[src/rtl/mandel_pix_writer_if.sv]
// Result bus from the Mandelbrot iteration engine to the pixel writer.
// Master drives the pixel result; slave returns res_ready.
interface mandel_pix_writer_if #(
  parameter int ITER_W = 8
);
  logic              res_valid;
  logic              res_ready;
  logic [8:0]        res_px;
  logic [8:0]        res_py;
  logic [ITER_W-1:0] res_iter;
  logic              res_inset;

  modport master (
    output res_valid,
    output res_px,
    output res_py,
    output res_iter,
    output res_inset,
    input  res_ready
  );

  modport slave (
    input  res_valid,
    input  res_px,
    input  res_py,
    input  res_iter,
    input  res_inset,
    output res_ready
  );
endinterface

[src/rtl/mandel_pix_writer.sv]
// Colour-maps engine results, buffers them and drives the framebuffer
// write port; counts pixels per frame and discarded out-of-range results.
module mandel_pix_writer #(
  parameter int N_PIX_X    = 192,
  parameter int N_PIX_Y    = 128,
  parameter int FIFO_DEPTH = 4,
  parameter int ITER_W     = 8
) (
  input  logic                clk,
  input  logic                rst,
  mandel_pix_writer_if.slave  res,
  input  logic                wr_ready,
  output logic [7:0]          wx,
  output logic [6:0]          wy,
  output logic [1:0]          wd,
  output logic                we,
  output logic                frame_done,
  output logic [14:0]         pix_count,
  output logic [7:0]          drop_count
);

  localparam int AW    = (FIFO_DEPTH > 2) ? $clog2(FIFO_DEPTH) : 1;
  localparam int FRAME = N_PIX_X * N_PIX_Y;

  typedef struct packed {
    logic [7:0] x;
    logic [6:0] y;
    logic [1:0] c;
  } pix_t;

  pix_t          mem [FIFO_DEPTH];
  logic [AW-1:0] wr_ptr;
  logic [AW-1:0] rd_ptr;
  logic [AW:0]   count;

  logic          in_range;
  logic          accept;
  logic          push;
  logic          drop;
  logic          pop;
  logic [1:0]    colour;
  pix_t          push_ent;
  pix_t          head;
  logic          last_pix;

  // Ready depends only on the registered fill level, never on the pop.
  assign res.res_ready = !rst &&
    (count < (AW+1)'(FIFO_DEPTH));

  assign in_range = (res.res_px < 9'(N_PIX_X)) &&
                    (res.res_py < 9'(N_PIX_Y));
  assign accept   = res.res_valid && res.res_ready;
  assign push     = accept && in_range;
  assign drop     = accept && !in_range;
  assign pop      = (count != '0) && wr_ready;
  assign head     = mem[rd_ptr];
  assign last_pix = pix_count == 15'(FRAME - 1);

  // Diverged pixels never map to black.
  always_comb begin
    colour = 2'd0;
    unique case (1'b1)
      res.res_inset:
        colour = 2'd0;
      (!res.res_inset && res.res_iter[1:0] == 2'd0):
        colour = 2'd3;
      default:
        colour = res.res_iter[1:0];
    endcase
  end

  always_comb begin
    push_ent   = '0;
    push_ent.x = res.res_px[7:0];
    push_ent.y = res.res_py[6:0];
    push_ent.c = colour;
  end

  always_ff @(posedge clk) begin
    if (push) begin
      mem[wr_ptr] <= push_ent;
    end
  end

  always_ff @(posedge clk) begin
    if (rst) begin
      wr_ptr <= '0;
      rd_ptr <= '0;
      count  <= '0;
    end else begin
      if (push) begin
        wr_ptr <= wr_ptr + AW'(1);
      end
      if (pop) begin
        rd_ptr <= rd_ptr + AW'(1);
      end
      count <= count + (AW+1)'(push)
                     - (AW+1)'(pop);
    end
  end

  always_ff @(posedge clk) begin
    if (rst) begin
      we         <= 1'b0;
      wx         <= '0;
      wy         <= '0;
      wd         <= '0;
      frame_done <= 1'b0;
      pix_count  <= '0;
    end else begin
      we         <= pop;
      frame_done <= pop && last_pix;
      if (pop) begin
        wx <= head.x;
        wy <= head.y;
        wd <= head.c;
        if (last_pix) begin
          pix_count <= '0;
        end else begin
          pix_count <= pix_count + 15'd1;
        end
      end
    end
  end

  always_ff @(posedge clk) begin
    if (rst) begin
      drop_count <= '0;
    end else if (drop && drop_count != 8'hff) begin
      drop_count <= drop_count + 8'd1;
    end
  end

endmodule

[src/flat_wrapper.sv]
// flat-port wrapper written by rule: the top's interface ports become plain ports
module mandel_pix_writer_flat 
#(
  parameter int N_PIX_X    = 192,
  parameter int N_PIX_Y    = 128,
  parameter int FIFO_DEPTH = 4,
  parameter int ITER_W     = 8
)
  (clk, rst, wr_ready, wx, wy, wd, we, frame_done, pix_count, drop_count, res_res_valid, res_res_px, res_res_py, res_res_iter, res_res_inset, res_res_ready);
  mandel_pix_writer_if #(.ITER_W(ITER_W)) res_i ();
  input  logic clk;
  input  logic rst;
  input  logic wr_ready;
  output logic [7:0] wx;
  output logic [6:0] wy;
  output logic [1:0] wd;
  output logic we;
  output logic frame_done;
  output logic [14:0] pix_count;
  output logic [7:0] drop_count;
  input wire logic [$bits(res_i.res_valid)-1:0] res_res_valid;
  input wire logic [$bits(res_i.res_px)-1:0] res_res_px;
  input wire logic [$bits(res_i.res_py)-1:0] res_res_py;
  input wire logic [$bits(res_i.res_iter)-1:0] res_res_iter;
  input wire logic [$bits(res_i.res_inset)-1:0] res_res_inset;
  output wire logic [$bits(res_i.res_ready)-1:0] res_res_ready;
  assign res_i.res_valid = res_res_valid;
  assign res_i.res_px = res_res_px;
  assign res_i.res_py = res_res_py;
  assign res_i.res_iter = res_res_iter;
  assign res_i.res_inset = res_res_inset;
  assign res_res_ready = res_i.res_ready;
  mandel_pix_writer #(.N_PIX_X(N_PIX_X), .N_PIX_Y(N_PIX_Y), .FIFO_DEPTH(FIFO_DEPTH), .ITER_W(ITER_W)) u_core (.clk(clk), .rst(rst), .res(res_i), .wr_ready(wr_ready), .wx(wx), .wy(wy), .wd(wd), .we(we), .frame_done(frame_done), .pix_count(pix_count), .drop_count(drop_count));
endmodule
[config.mk]
export PLATFORM = sky130hd
export DESIGN_NAME = mandel_pix_writer_flat
export DESIGN_NICKNAME = d
export VERILOG_FILES = /design/src/rtl/mandel_pix_writer_if.sv /design/src/rtl/mandel_pix_writer.sv /design/src/flat_wrapper.sv
export SDC_FILE = /design/constraint.sdc
export NUM_CORES = 1
export LEC_CHECK = 0
export BUFFER_PORTS_ARGS = -buffer_cell sky130_fd_sc_hd__buf_2
export CAP_MARGIN = 15
export CORE_MARGIN = 3
export CORE_UTILIZATION = 56
export CTS_CLUSTER_DIAMETER = 200
export DETAILED_ROUTE_END_ITERATION = 6
export GPL_TIMING_DRIVEN = 1
export PLACE_DENSITY = 0.89
export SLEW_MARGIN = 10
export SYNTH_ARGS = -nofsm -noshare
export SYNTH_HDL_FRONTEND = slang
export SYNTH_SLANG_ARGS = --single-unit
[constraint.sdc]
create_clock -name clk -period 3.5 [get_ports clk]
set_input_delay 0 -clock clk [delete_from_list [all_inputs] [get_ports clk]]
set_output_delay 0 -clock clk [all_outputs]
set_load 0.05 [all_outputs]
Yosys cells after proc, flatten, opt, wreduce, memory -nomap -nowiden
Memories as Yosys holds them, arrays and structs flattened. A register that Yosys moved wholly into a read port is not among the register bits.
Index checks and enable logic that the tools add are counted.
{"block": "op_classes", "eq_ne": 2, "mux": 4, "reduce_logical": 14, "addsub": 6, "magnitude_cmp": 3}
{"op": "less-than comparator 9 x 8 -> 1 bit, second input constant", "count": 2}
{"op": "adder 15 x 1 -> 15 bit, second input constant", "count": 1}
{"op": "equality test 15 bit, second input constant", "count": 1}
{"op": "two-way mux 15 bit", "count": 1}
{"op": "logical AND 1 bit", "count": 9}
{"op": "adder 8 x 1 -> 8 bit, second input constant", "count": 1}
{"op": "inequality test 8 bit, second input constant", "count": 1}
{"op": "adder 2 x 1 -> 2 bit, second input constant", "count": 2}
{"op": "case mux 2 bit (2 select lines)", "count": 1}
{"op": "adder 3 x 1 -> 3 bit", "count": 1}
{"op": "zero test 1 bit", "count": 3}
{"op": "less-than comparator 3 bit, second input constant", "count": 1}
{"op": "nonzero test 3 bit", "count": 1}
{"op": "subtractor 3 x 1 -> 3 bit", "count": 1}
{"op": "zero test 2 bit", "count": 1}
{"op": "two-way mux 1 bit", "count": 2}
{"block": "totals", "register_bits": 32, "inputBits": 31, "mem_bits_rw": 68, "mem_count": 1}
{"memory": "u_core.mem", "words": 4, "word_bits": 17, "rd": 1, "rd_ports_with_merged_regs": 1, "wr": 1, "line": "mandel_pix_writer.sv:31", "rtl": "pix_t mem [FIFO_DEPTH];"}

Logic depth before layout (Yosys ltp)
Gate-level depths: netlist of run 1.
{"block": "logic_depth", "word_depth": 6, "depth_mapped": 10, "depth_no_buf": 9}

Worst setup path before layout of run 1
Ideal clock, no wire load.
{"block": "synth_path", "kind": "flip-flop to flip-flop", "startpoint": "register u_core.count[1]", "endpoint": "register u_core.count[2]", "path_buffers": 1, "slack_ps": 1016, "t_required_ps": 3372, "arrival_time_ps": 2356, "period_less_slack_ps": 2484, "path_stages_with_launch": 11, "path_cell_list": "dfxtp_1 -> o31ai_2 -> inv_2 -> clkbuf_1 -> ha_1 -> inv_1 -> ha_1 -> fa_1 -> xnor2_1 -> xnor2_1 -> nor2_1"}
{"item": "start, declared", "line": "mandel_pix_writer.sv:34", "rtl": "logic [AW:0] count;"}
{"item": "start signal, assigned", "line": "mandel_pix_writer.sv:97", "rtl": "count <= count + (AW+1)'(push)"}
{"item": "nonzero test 3 bit", "line": "mandel_pix_writer.sv:55", "rtl": "assign pop = (count != '0) && wr_ready;"}
{"item": "logical AND 1 bit", "line": "mandel_pix_writer.sv:55"}
{"item": "named net u_core.pop", "line": "mandel_pix_writer.sv:40", "rtl": "logic pop;"}
{"item": "subtractor 3 x 1 -> 3 bit", "line": "mandel_pix_writer.sv:98", "rtl": "- (AW+1)'(pop);"}
The timed path passes the listed nets, and every way through them passes these cells.
A chain may end at the register's enable or synchronous reset.

Final worst setup path of run 1
{"block": "layout_path", "startpoint": "register u_core.count[1]", "endpoint": "register u_core.count[2]"}
{"block": "layout_via", "elab_chain_len": 6}
{"item": "less-than comparator 3 bit", "line": "mandel_pix_writer.sv:48", "rtl": "(count < (AW+1)'(FIFO_DEPTH));"}
{"item": "logical AND 1 bit", "line": "mandel_pix_writer.sv:47", "rtl": "assign res.res_ready = !rst &&"}
{"item": "logical AND 1 bit", "line": "mandel_pix_writer.sv:52", "rtl": "assign accept = res.res_valid && res.res_ready;"}
{"item": "logical AND 1 bit", "line": "mandel_pix_writer.sv:53", "rtl": "assign push = accept && in_range;"}
{"item": "adder 3 x 1 -> 3 bit", "line": "mandel_pix_writer.sv:97"}
{"item": "subtractor 3 x 1 -> 3 bit (*)", "line": "mandel_pix_writer.sv:98"}
Every way passes the cells marked *; elsewhere a longest branch is shown, timed or not.

==> metrics.yaml, run 1 <==
floorplanning:
  die_area_um2: 9356
  die-height_um: 96.73
  ios: 74
  fp.dieW_um: 96.73
  initial_core_util_pct: 58.74
  num_rows: 32
  core_um2: 7848
worst_setup_path:
  path_class: "flop to flop"
  crit_fanout: 24
  end_kind: "flop"
  r2r_slack_ns: 1.10
  crit_required_ns: 3.86
  crit_arrival_ns: 2.76
  start_kind: "flop"
timing:
  skew_ns: 0.009828
  finalCritPeriodShare_pct: 68.48
  setup_slack_ns: 1.103
  setup_viol: 0
  fin_hold_ws_ns: 0.01958
  period_minus_slack_ns: 2.397
  fmax_mhz: 417.2
  slew_headroom_pct: 35.97
  hold_viol: 0
  slew_viol_final: 0
  worst_pin_slew_ns: 0.9591
  setup_tns_ns: 0
  rsz0062_at_grt: "false"
drt:
  first_iter_violations: 167
  wl_met2_mm: 5.517
  drt_wl_total_mm: 10.16
  drc: 0
  dr.max_layer_used: "met4"
  postRouteAntennaNets: 0
  wl_met3_um: 515
  vias: 3123
  drt-met1-wl_mm: 3.877
  vias_per_cell: 5.658
  first_pass_iters: 4
  avgRoutedWirePerCell_um: 18.40
synth:
  synth_edf_count: 68
  synth_top_flop_cell: "edfxtp_1"
  synth_area_um2: 4609
  synth_cell_types: 43
  syn_avg_cell_area_um2: 13.40
  synth_warnings: 0
  async_reset_ff_share_pct: 0
  synth_nets: 384
  ys_ff_latch: 117
  ys_seq_area_share_pct: 65.58
  synthesis.instances: 344
clock_tree:
  path_clk_slew_ns: 0.06
  cts.sinks: 117
  clk_root_buffer_cell: "clkbuf_8"
  cts_buffer_depth: 2
  cts_max_level: 4
  cts_repair_resize_count: 0
  cts_buffers: 17
  insertion_delay_ns: 0.52
  cts_tree: "built"
global_route:
  grt_pass1_wl_mm: 16.46
  grt_start_max_net_pins: 44
  overflow: 0
  antenna_found_initial: 0
  grt_use_total_pct: 22.93
  grt_pass1_vias: 3183
layout:
  finalNonFillerCells: 552
  final_cell_mix: "edfxtp_1 (68), buf_2 (67), dfxtp_1 (49), nand2_1 (42), a21oi_1 (28)"
  nets: 477
  n_antenna_cell: 0
  final_common_cell: "edfxtp_1"
  drive_gt1_share_pct: 27.56
  syn_to_final_growth_pct: 25.76
  nFillCells: 480
  final_util_pct: 73.87
  finalInstanceArea_um2: 5797
run:
  cap_viol_max_count: 0
power:
  peakVddDrop_mv: 0.6241
  p_per_area_nw_per_um2: 704.1
  power_mw: 4.082
  p_leak_nw: 2.155
placement:
  post-dp-hpwl_mm: 5.689
  gp_congestion: 0.8050
  post-place-cells: 501
  dpl_cell_area_um2: 5032
  port-buffer-count: 67
  place_ws_ns: 1.156
worst_hold_path:
  hold_class: "input pin to flop"
outcome:
  status: "finished, final reports clean"
==> report_power, final <==
part	total, mW	switching [mW]	internal, mW
sequential	1.63	0.0880	1.54
combinational	0.810	0.516	0.294
clock	1.64	0.598	1.05
total	4.08	1.20	2.88
==> routing by layer <==
layer | up-vias | GRT usage (%)
li1 | 1458 | -
met1 | 1537 | 26.00
met2 | 110 | 40.13
met3 | 18 | 7.210
met4 | 0 | 9.287
met5 | - | 0
==> timing repair <==
item	4_1_cts	5_1_grt
endpoints found under the hold margin	68	0
endpoints found under the setup margin	0	0
hold buffers	19	0
setup buffers	0	0
==> final timing paths <==
kind                         startpoint                       endpoint  cells after the start
min                       res_res_px[8]  u_core.wr_ptr[1]$_SDFFE_PP0P_                      5
max reg2reg  u_core.count[1]$_SDFF_PP0_     u_core.count[2]$_SDFF_PP0_                      9
min reg2reg   u_core.wy[1]$_SDFFE_PP0P_      u_core.wy[1]$_SDFFE_PP0P_                      2
max          u_core.count[1]$_SDFF_PP0_     u_core.count[2]$_SDFF_PP0_                      9
==> layout make-up <==
class / count / area [um2] / share of cell area, %
inverter: 12 / 45.04 / 0.7770
clock buffer: 20 / 445.4 / 7.684
sequential: 117 / 3023 / 52.15
multi-input combinational: 201 / 1486 / 25.64
clock inverter: 12 / 128.9 / 2.223
timing repair buffer: 88 / 540.5 / 9.324
tap: 102 / 127.6 / 2.202
==> registers in the layout (all words and copies together), names as in the netlist <==
register / cells
u_core.wx: 8
u_core.wy: 7
u_core.count: 3
u_core.pix_count: 15
u_core.wd: 2
u_core.we: 1
u_core.frame_done: 1
u_core.wr_ptr: 2
u_core.drop_count: 8
u_core.rd_ptr: 2
u_core.mem: 68
==> critical path, stage by stage, from the launching register on <==
cell and delay [ns]:
dfxtp_1 0.36, o31ai_4 0.28, inv_2 0.24, ha_1 0.35, inv_1 0.04, ha_1 0.19, fa_1 0.38, xnor2_1 0.20
xnor2_1 0.14, nor2_1 0.06
==> cell usage after synthesis, types with 4 or more instances <==
cell | instances | area (um2)
a21oi_1 | 28 | 140.1
and3_1 | 7 | 43.79
clkbuf_1 | 9 | 33.78
dfxtp_1 | 49 | 980.9
edfxtp_1 | 68 | 2042
ha_1 | 8 | 100.1
inv_1 | 11 | 41.29
mux4_2 | 17 | 382.9
nand2_1 | 42 | 157.7
nand3_1 | 8 | 40.04
nor2_1 | 24 | 90.09
nor2b_1 | 4 | 25.02
nor3_1 | 6 | 30.03
nor4_1 | 4 | 25.02
o21ai_0 | 4 | 20.02
or3_1 | 4 | 25.02
xnor2_1 | 11 | 96.34
xor2_1 | 4 | 35.03
==> kinds of logic (layout without fill, tap and decap cells) <==
group / after synthesis / count (layout) / share of synthesized area, %
AO/OA/AOI/OAI: 46 / 46 / 6.107
AND/OR/NAND/NOR: 111 / 111 / 11.51
XOR/XNOR: 15 / 15 / 2.850
flip-flops: 117 / 117 / 65.58
adder cells (fa/ha/maj): 9 / 9 / 2.606
multiplexers: 20 / 20 / 8.985
buffers and inverters: 26 / 132 / 2.361
Note: power is estimated with default switching activity, not from simulation.
==> inputs of run 2 (changes only) <==
CORE_UTILIZATION = 50   (was 56)
PLACE_DENSITY = 0.85   (was 0.89)
clock period = 2.1 ns   (was 3.5 ns; I/O delays follow)
==> run 2 against run 1 <==
Net effect:
- critical endpoint unchanged
- flip-flop and latch count did not move
- highest routed layer is now met5
- combinational power rose by 81%
- hold slack improved by 0.039 ns
- non-clock buffer count rose by 12
- critical path depth did not move
- cell count rose by 3.4%
- clock skew rose by 0.0020 ns
- sequential power rose by 66%
- count of clock-buffer cells in the layout fell by 3
==> metrics.yaml, run 2 (synthesis gave the netlist of run 1 again) <==
layout:
  top_regs: "u_core.mem (68), u_core.pix_count (15)"
  final_cell_mix: "edfxtp_1 (68), buf_2 (67), dfxtp_1 (47), nand2_1 (42), a21oi_1 (28)"
  drive_gt1_share_pct: 30.74  # +3.2 points
  finalNonFillerCells: 571  # +3.4%
  finalInstanceArea_um2: 5983  # +3.2%
  syn_to_final_growth_pct: 29.80
  nets: 489  # +2.5%
  top_register: "u_core.mem"
  largest_register_ffs: 68  # unchanged
  final_common_cell: "edfxtp_1"
power:
  p_per_area_nw_per_um2: 1187  # +69%
  peakVddDrop_mv: 0.7696  # +23%
  p_leak_nw: 2.238  # +3.9%
  power_mw: 7.101  # +74%
timing:
  slew_headroom_pct: 69.03  # +33 points
  rsz0062_at_grt: "false"
  slew_viol_final: 0  # unchanged
  fmax_mhz: 498.5  # +19%
  period_minus_slack_ns: 2.006  # -0.3907 ns
  finalCritPeriodShare_pct: 95.52  # +27 points
  setup_viol: 0  # unchanged
  fin_hold_ws_ns: 0.05905  # +0.03946 ns
  worst_pin_slew_ns: 0.4610  # -0.4981 ns
  skew_ns: 0.01180  # +0.001974 ns
  hold_viol: 0  # unchanged
  setup_slack_ns: 0.09399  # -1.009 ns
worst_setup_path:
  r2r_slack_ns: 0.09  # -1.01 ns
  crit_required_ns: 2.48  # -1.38 ns
  path_class: "flop to flop"
  crit_arrival_ns: 2.39  # -0.37 ns
  crit_fanout: 4  # -83%
  worstRegToRegCells: 9  # unchanged
  end_kind: "flop"
  start_kind: "flop"
floorplanning:
  die_area_um2: 10410  # +11%
  die-height_um: 102.0  # +5.5%
  ios: 74  # unchanged
  core_um2: 8848  # +13%
  num_rows: 34  # +6.3%
  initial_core_util_pct: 52.09  # -6.6 points
  fp.dieW_um: 102.0  # +5.5%
clock_tree:
  cts_buffers: 17  # unchanged
  post_cts_buffers: 0  # unchanged
  cts_tree: "built"
  clk_root_buffer_cell: "clkbuf_8"
  cts.sinks: 117  # unchanged
  insertion_delay_ns: 0.51  # about the same
  cts_buffer_depth: 2  # unchanged
  cts_max_level: 4  # unchanged
  path_clk_slew_ns: 0.06  # about the same
placement:
  post-place-cells: 518  # +3.4%
  gp_congestion: 0.8373  # +4.0%
  port-buffer-count: 67  # unchanged
  dpl_cell_area_um2: 5174  # +2.8%
  post-dp-hpwl_mm: 5.939  # +4.4%
  place_ws_ns: 0.04183  # -1.114 ns
worst_hold_path:
  hold_class: "input pin to flop"
  whs_path_depth: 6  # +1
drt:
  drc: 0  # unchanged
  postRouteAntennaNets: 0  # unchanged
  vias: 3153  # +0.96%
  drt_wl_total_mm: 9.651  # -5.0%
  vias_per_cell: 5.522  # -2.4%
  avgRoutedWirePerCell_um: 16.90  # -8.2%
  first_pass_iters: 4  # unchanged
  first_iter_violations: 125  # -25%
global_route:
  grt_pass1_vias: 3238  # +1.7%
  overflow: 0  # unchanged
  grt_pass1_wl_mm: 15.74  # -4.4%
  grt_start_max_net_pins: 33  # -25%
  antenna_found_initial: 2  # +2
  grt_use_total_pct: 20.07  # -2.9 points
run:
  cap_viol_max_count: 0  # unchanged
outcome:
  status: "finished, final reports clean"
run 2: changes by cell type in the layout (fill, tap and decap cells not counted), moves of 2 or more:
cell and delta:
clkbuf_8 -2, inv_6 +5, clkinvlp_4 -2, dfxtp_1 -2, ha_1 -2, clkinv_2 -4, ha_4 +2, buf_4 +10
run 2: layout make-up:
type	instances	area (um2)
Inverter	12	45.04
Tap cell	108	135.1
Timing Repair Buffer	100	645.6
Sequential cell	117	3028
Clock inverter	15	191.4
Fill cell	597	2865
Clock buffer	17	414.1
Antenna cell	1	2.502
Multi-Input combinational cell	201	1521
run 2: metal layers:
layer	track usage, %	wire (um)
met2	34.78	4950
met5	0	9
met3	6.553	643
met4	6.660	93
met1	23.63	3955
run 2: path summary, 6_finish.rpt:
check	startpoint	end
setup / recovery	u_core.count[1]$_SDFF_PP0_	u_core.count[2]$_SDFF_PP0_
hold / removal	res_res_px[8]	u_core.wr_ptr[1]$_SDFFE_PP0P_
setup reg to reg	u_core.count[1]$_SDFF_PP0_	u_core.count[2]$_SDFF_PP0_
hold reg to reg	u_core.wx[2]$_SDFFE_PP0P_	u_core.wx[2]$_SDFFE_PP0P_
run 2: critical path: stages, from the launching register on:
cell and delay (ns):
dfxtp_2 0.35, o31ai_4 0.27, inv_2 0.08, ha_4 0.27
inv_2 0.04, ha_4 0.15, fa_2 0.37, xnor2_2 0.16
xnor2_1 0.14, nor2_1 0.07
run 2: timing repair:
action,CTS,global route
hold endpoints to repair,76,0
endpoints found under the setup margin,0,1
gates resized for setup,0,1
hold buffers,20,0
run 2: power breakdown:
| group | switching, mW | internal [mW] | total, mW |
|---|---|---|---|
| clock network | 1.09 | 1.84 | 2.93 |
| logic | 0.902 | 0.569 | 1.47 |
| registers | 0.135 | 2.57 | 2.70 |
run 2: stage by stage:
step	utilization, %	TNS, ns
2_1_floorplan	-	-0.1609
3_3_place_gp	58.47	0
3_5_place_dp	58.47	0
4_1_cts	67.58	0
5_1_grt	67.62	0
6_report	67.62	0
==> inputs of run 3 (changes only) <==
==> constraint.sdc (replaced) <==
create_clock -name clk -period 2.1 [get_ports clk]
set_input_delay 0.42 -clock clk [delete_from_list [all_inputs] [get_ports clk]]
set_output_delay 0.42 -clock clk [all_outputs]
set_load 0.05 [all_outputs]
==> run 3 against run 2 <==
Net effect:
- register-to-register slack about the same
- sequential power barely moved
- cell count fell by 2.1%
- largest cell class unchanged
- non-clock buffer count shrank 12
- clock skew down 0.0023 ns
- fmax about the same
- die area unchanged
- count of clock-buffer cells in the layout unchanged
- via count shrank 1.3%
==> metrics.yaml, run 3 (synthesis gave the netlist of run 1 again) <==
drt:
  vias: 3111  # -1.3%
  vias_per_cell: 5.565  # +0.79%
  first_pass_iters: 4  # unchanged
  first_iter_violations: 159  # +27%
  drc: 0  # unchanged
  avgRoutedWirePerCell_um: 17.42  # +3.1%
  postRouteAntennaNets: 0  # unchanged
  drt_wl_total_mm: 9.740  # +0.92%
worst_setup_path:
  critical_path.max_stage_delay_ns: 0.37  # about the same
  start_kind: "flop"
  crit_chain: "o31ai_4 > inv_2 > ha_4 > inv_2 > ha_4 > fa_2 > xnor2_2 > xnor2_1 > nor2_1"
  crit_slowest_cell: "dfxtp_4"
  path_class: "flop to flop"
  critPathBufInv: 2  # unchanged
  crit_required_ns: 2.49  # about the same
  crit_fanout: 6  # +2
  end_kind: "flop"
  crit_family: "adder cells"
  crit_arrival_ns: 2.39  # about the same
global_route:
  grt_pass1_wl_mm: 15.22  # -3.3%
  antenna_found_initial: 1  # -1
  grt_start_max_net_pins: 42  # +27%
  grt_pass1_vias: 3088  # -4.6%
  overflow: 0  # unchanged
  grt_use_total_pct: 19.65  # -0.41 points
timing:
  rsz0062_at_grt: "false"
  period_minus_slack_ns: 2.006  # -0.0003138 ns
  slew_viol_final: 0  # unchanged
  worst_pin_slew_ns: 0.4986  # +0.03767 ns
  finalCritPeriodShare_pct: 95.51  # about the same
  setup_viol: 0  # unchanged
  setup_slack_ns: 0.09430  # +0.0003138 ns
  fin_hold_ws_ns: 0.1134  # +0.05440 ns
  hold_viol: 0  # unchanged
  fmax_mhz: 498.6  # about the same
  skew_ns: 0.009526  # -0.002277 ns
  slew_headroom_pct: 66.48  # -2.6 points
layout:
  nets: 477  # -2.5%
  top_register: "u_core.mem"
  final_cell_mix: "edfxtp_1 (68), buf_2 (67), dfxtp_1 (48), nand2_1 (42), a21oi_1 (28)"
  final_common_cell: "edfxtp_1"
  nFillCells: 622  # +4.2%
  largest_register_ffs: 68  # unchanged
  top_regs: "u_core.mem (68), u_core.pix_count (15)"
  drive_gt1_share_pct: 33.11  # +2.4 points
  syn_to_final_growth_pct: 27.06
clock_tree:
  path_clk_slew_ns: 0.06  # about the same
  clk_root_buffer_cell: "clkbuf_8"
  cts_max_level: 4  # unchanged
  insertion_delay_ns: 0.52  # about the same
  cts_repair_resize_count: 0  # unchanged
  cts_buffer_depth: 2  # unchanged
  cts_buffers: 17  # unchanged
  cts-hold-fix-buffers: 0  # -100%
  cts_tree: "built"
  cts.sinks: 117  # unchanged
  post_cts_buffers: 0  # unchanged
power:
  power_mw: 6.959  # -2.0%
  p_int_mw: 4.839  # -2.8%
  pwr-share-clk_pct: 40.2  # -1.0 points
  sequentialPowerShare_pct: 38.7  # +0.6 points
  swShare_pct: 30.47  # +0.54 points
  peakVddDrop_mv: 0.9807  # +27%
  p_leak_nw: 2.190  # -2.2%
  pwr-share-comb_pct: 21.0  # +0.3 points
  p_sw_mw: 2.120  # -0.23%
  p_per_area_nw_per_um2: 1188  # +0.11%
floorplanning:
  ios: 74  # unchanged
  num_rows: 34  # unchanged
  die_area_um2: 10410  # unchanged
  fp.dieW_um: 102.0  # unchanged
  die-height_um: 102.0  # unchanged
  initial_core_util_pct: 52.09  # unchanged
  core_um2: 8848  # unchanged
run:
  cap_viol_max_count: 0  # unchanged
placement:
  port-buffer-count: 67  # unchanged
  place_ws_ns: 0.06699  # +0.02516 ns
  post-dp-hpwl_mm: 6.521  # +9.8%
  gp_congestion: 0.8170  # -2.4%
outcome:
  status: "finished, final reports clean"
worst_hold_path:
  hold_class: "input pin to flop"
run 3: cell type report:
type                            count  area, um2  area share (%)
Multi-Input combinational cell    201       1521           25.98
Clock inverter                     15      168.9           2.884
Inverter                           12      45.04          0.7691
Clock buffer                       17      414.1           7.071
Antenna cell                        1      2.502         0.04273
Tap cell                          108      135.1           2.307
Sequential cell                   117       3027           51.68
Timing Repair Buffer               88      543.0           9.272
run 3: worst paths after layout:
| kind | slack (ns) | to | cells past startpoint | startpoint |
|---|---|---|---|---|
| max | 0.09 | u_core.count[2]$_SDFF_PP0_ | 9 | u_core.count[2]$_SDFF_PP0_ |
| min | 0.11 | u_core.mem[3][9]$_DFFE_PP_ | 1 | res_res_px[0] |
| max reg2reg | 0.09 | u_core.count[2]$_SDFF_PP0_ | 9 | u_core.count[2]$_SDFF_PP0_ |
| min reg2reg | 0.45 | u_core.wx[5]$_SDFFE_PP0P_ | 2 | u_core.wx[5]$_SDFFE_PP0P_ |
run 3: routing by layer:
metal | wire (um) | track usage (%) | share of wire (%)
met1 | 3965 | 22.80 | 41
met5 | 7 | 0 | 0.072
met3 | 693 | 6.758 | 7.1
met4 | 119 | 7.265 | 1.2
met2 | 4955 | 33.83 | 51
run 3: worst register-to-register path: cells and delay by family, from the launching register on:
family / cells / cell delay, ns
adders and majority gates: 3 / 0.79
xor gates and xnor gates: 2 / 0.30
DFF: 1 / 0.37
and+or+nand+nor: 1 / 0.05
AOI/OAI and AO/OA: 1 / 0.28
buffers and inverters: 2 / 0.11
run 3: through the flow:
step | utilization (%) | TNS [ns] | area [um2] | cells
after floorplan | - | -0.1609 | 4667 | 344
after global placement | 59.57 | 0 | 5271 | 526
after detailed placement | 59.57 | 0 | 5271 | 526
after CTS | 66.16 | 0 | 5854 | 558
after global routing | 66.16 | 0 | 5854 | 558
final | 66.19 | 0 | 5857 | 559
run 3: power groups by stage:
stage	Sequential [mW]	Clock, mW	Combinational, mW
global placement	2.74	0	1.41
detailed placement	2.75	0	1.46
floorplan	3.04	0	0.800
finish	2.70	2.80	1.46
global route	2.71	2.95	1.56
CTS	2.70	2.85	1.48
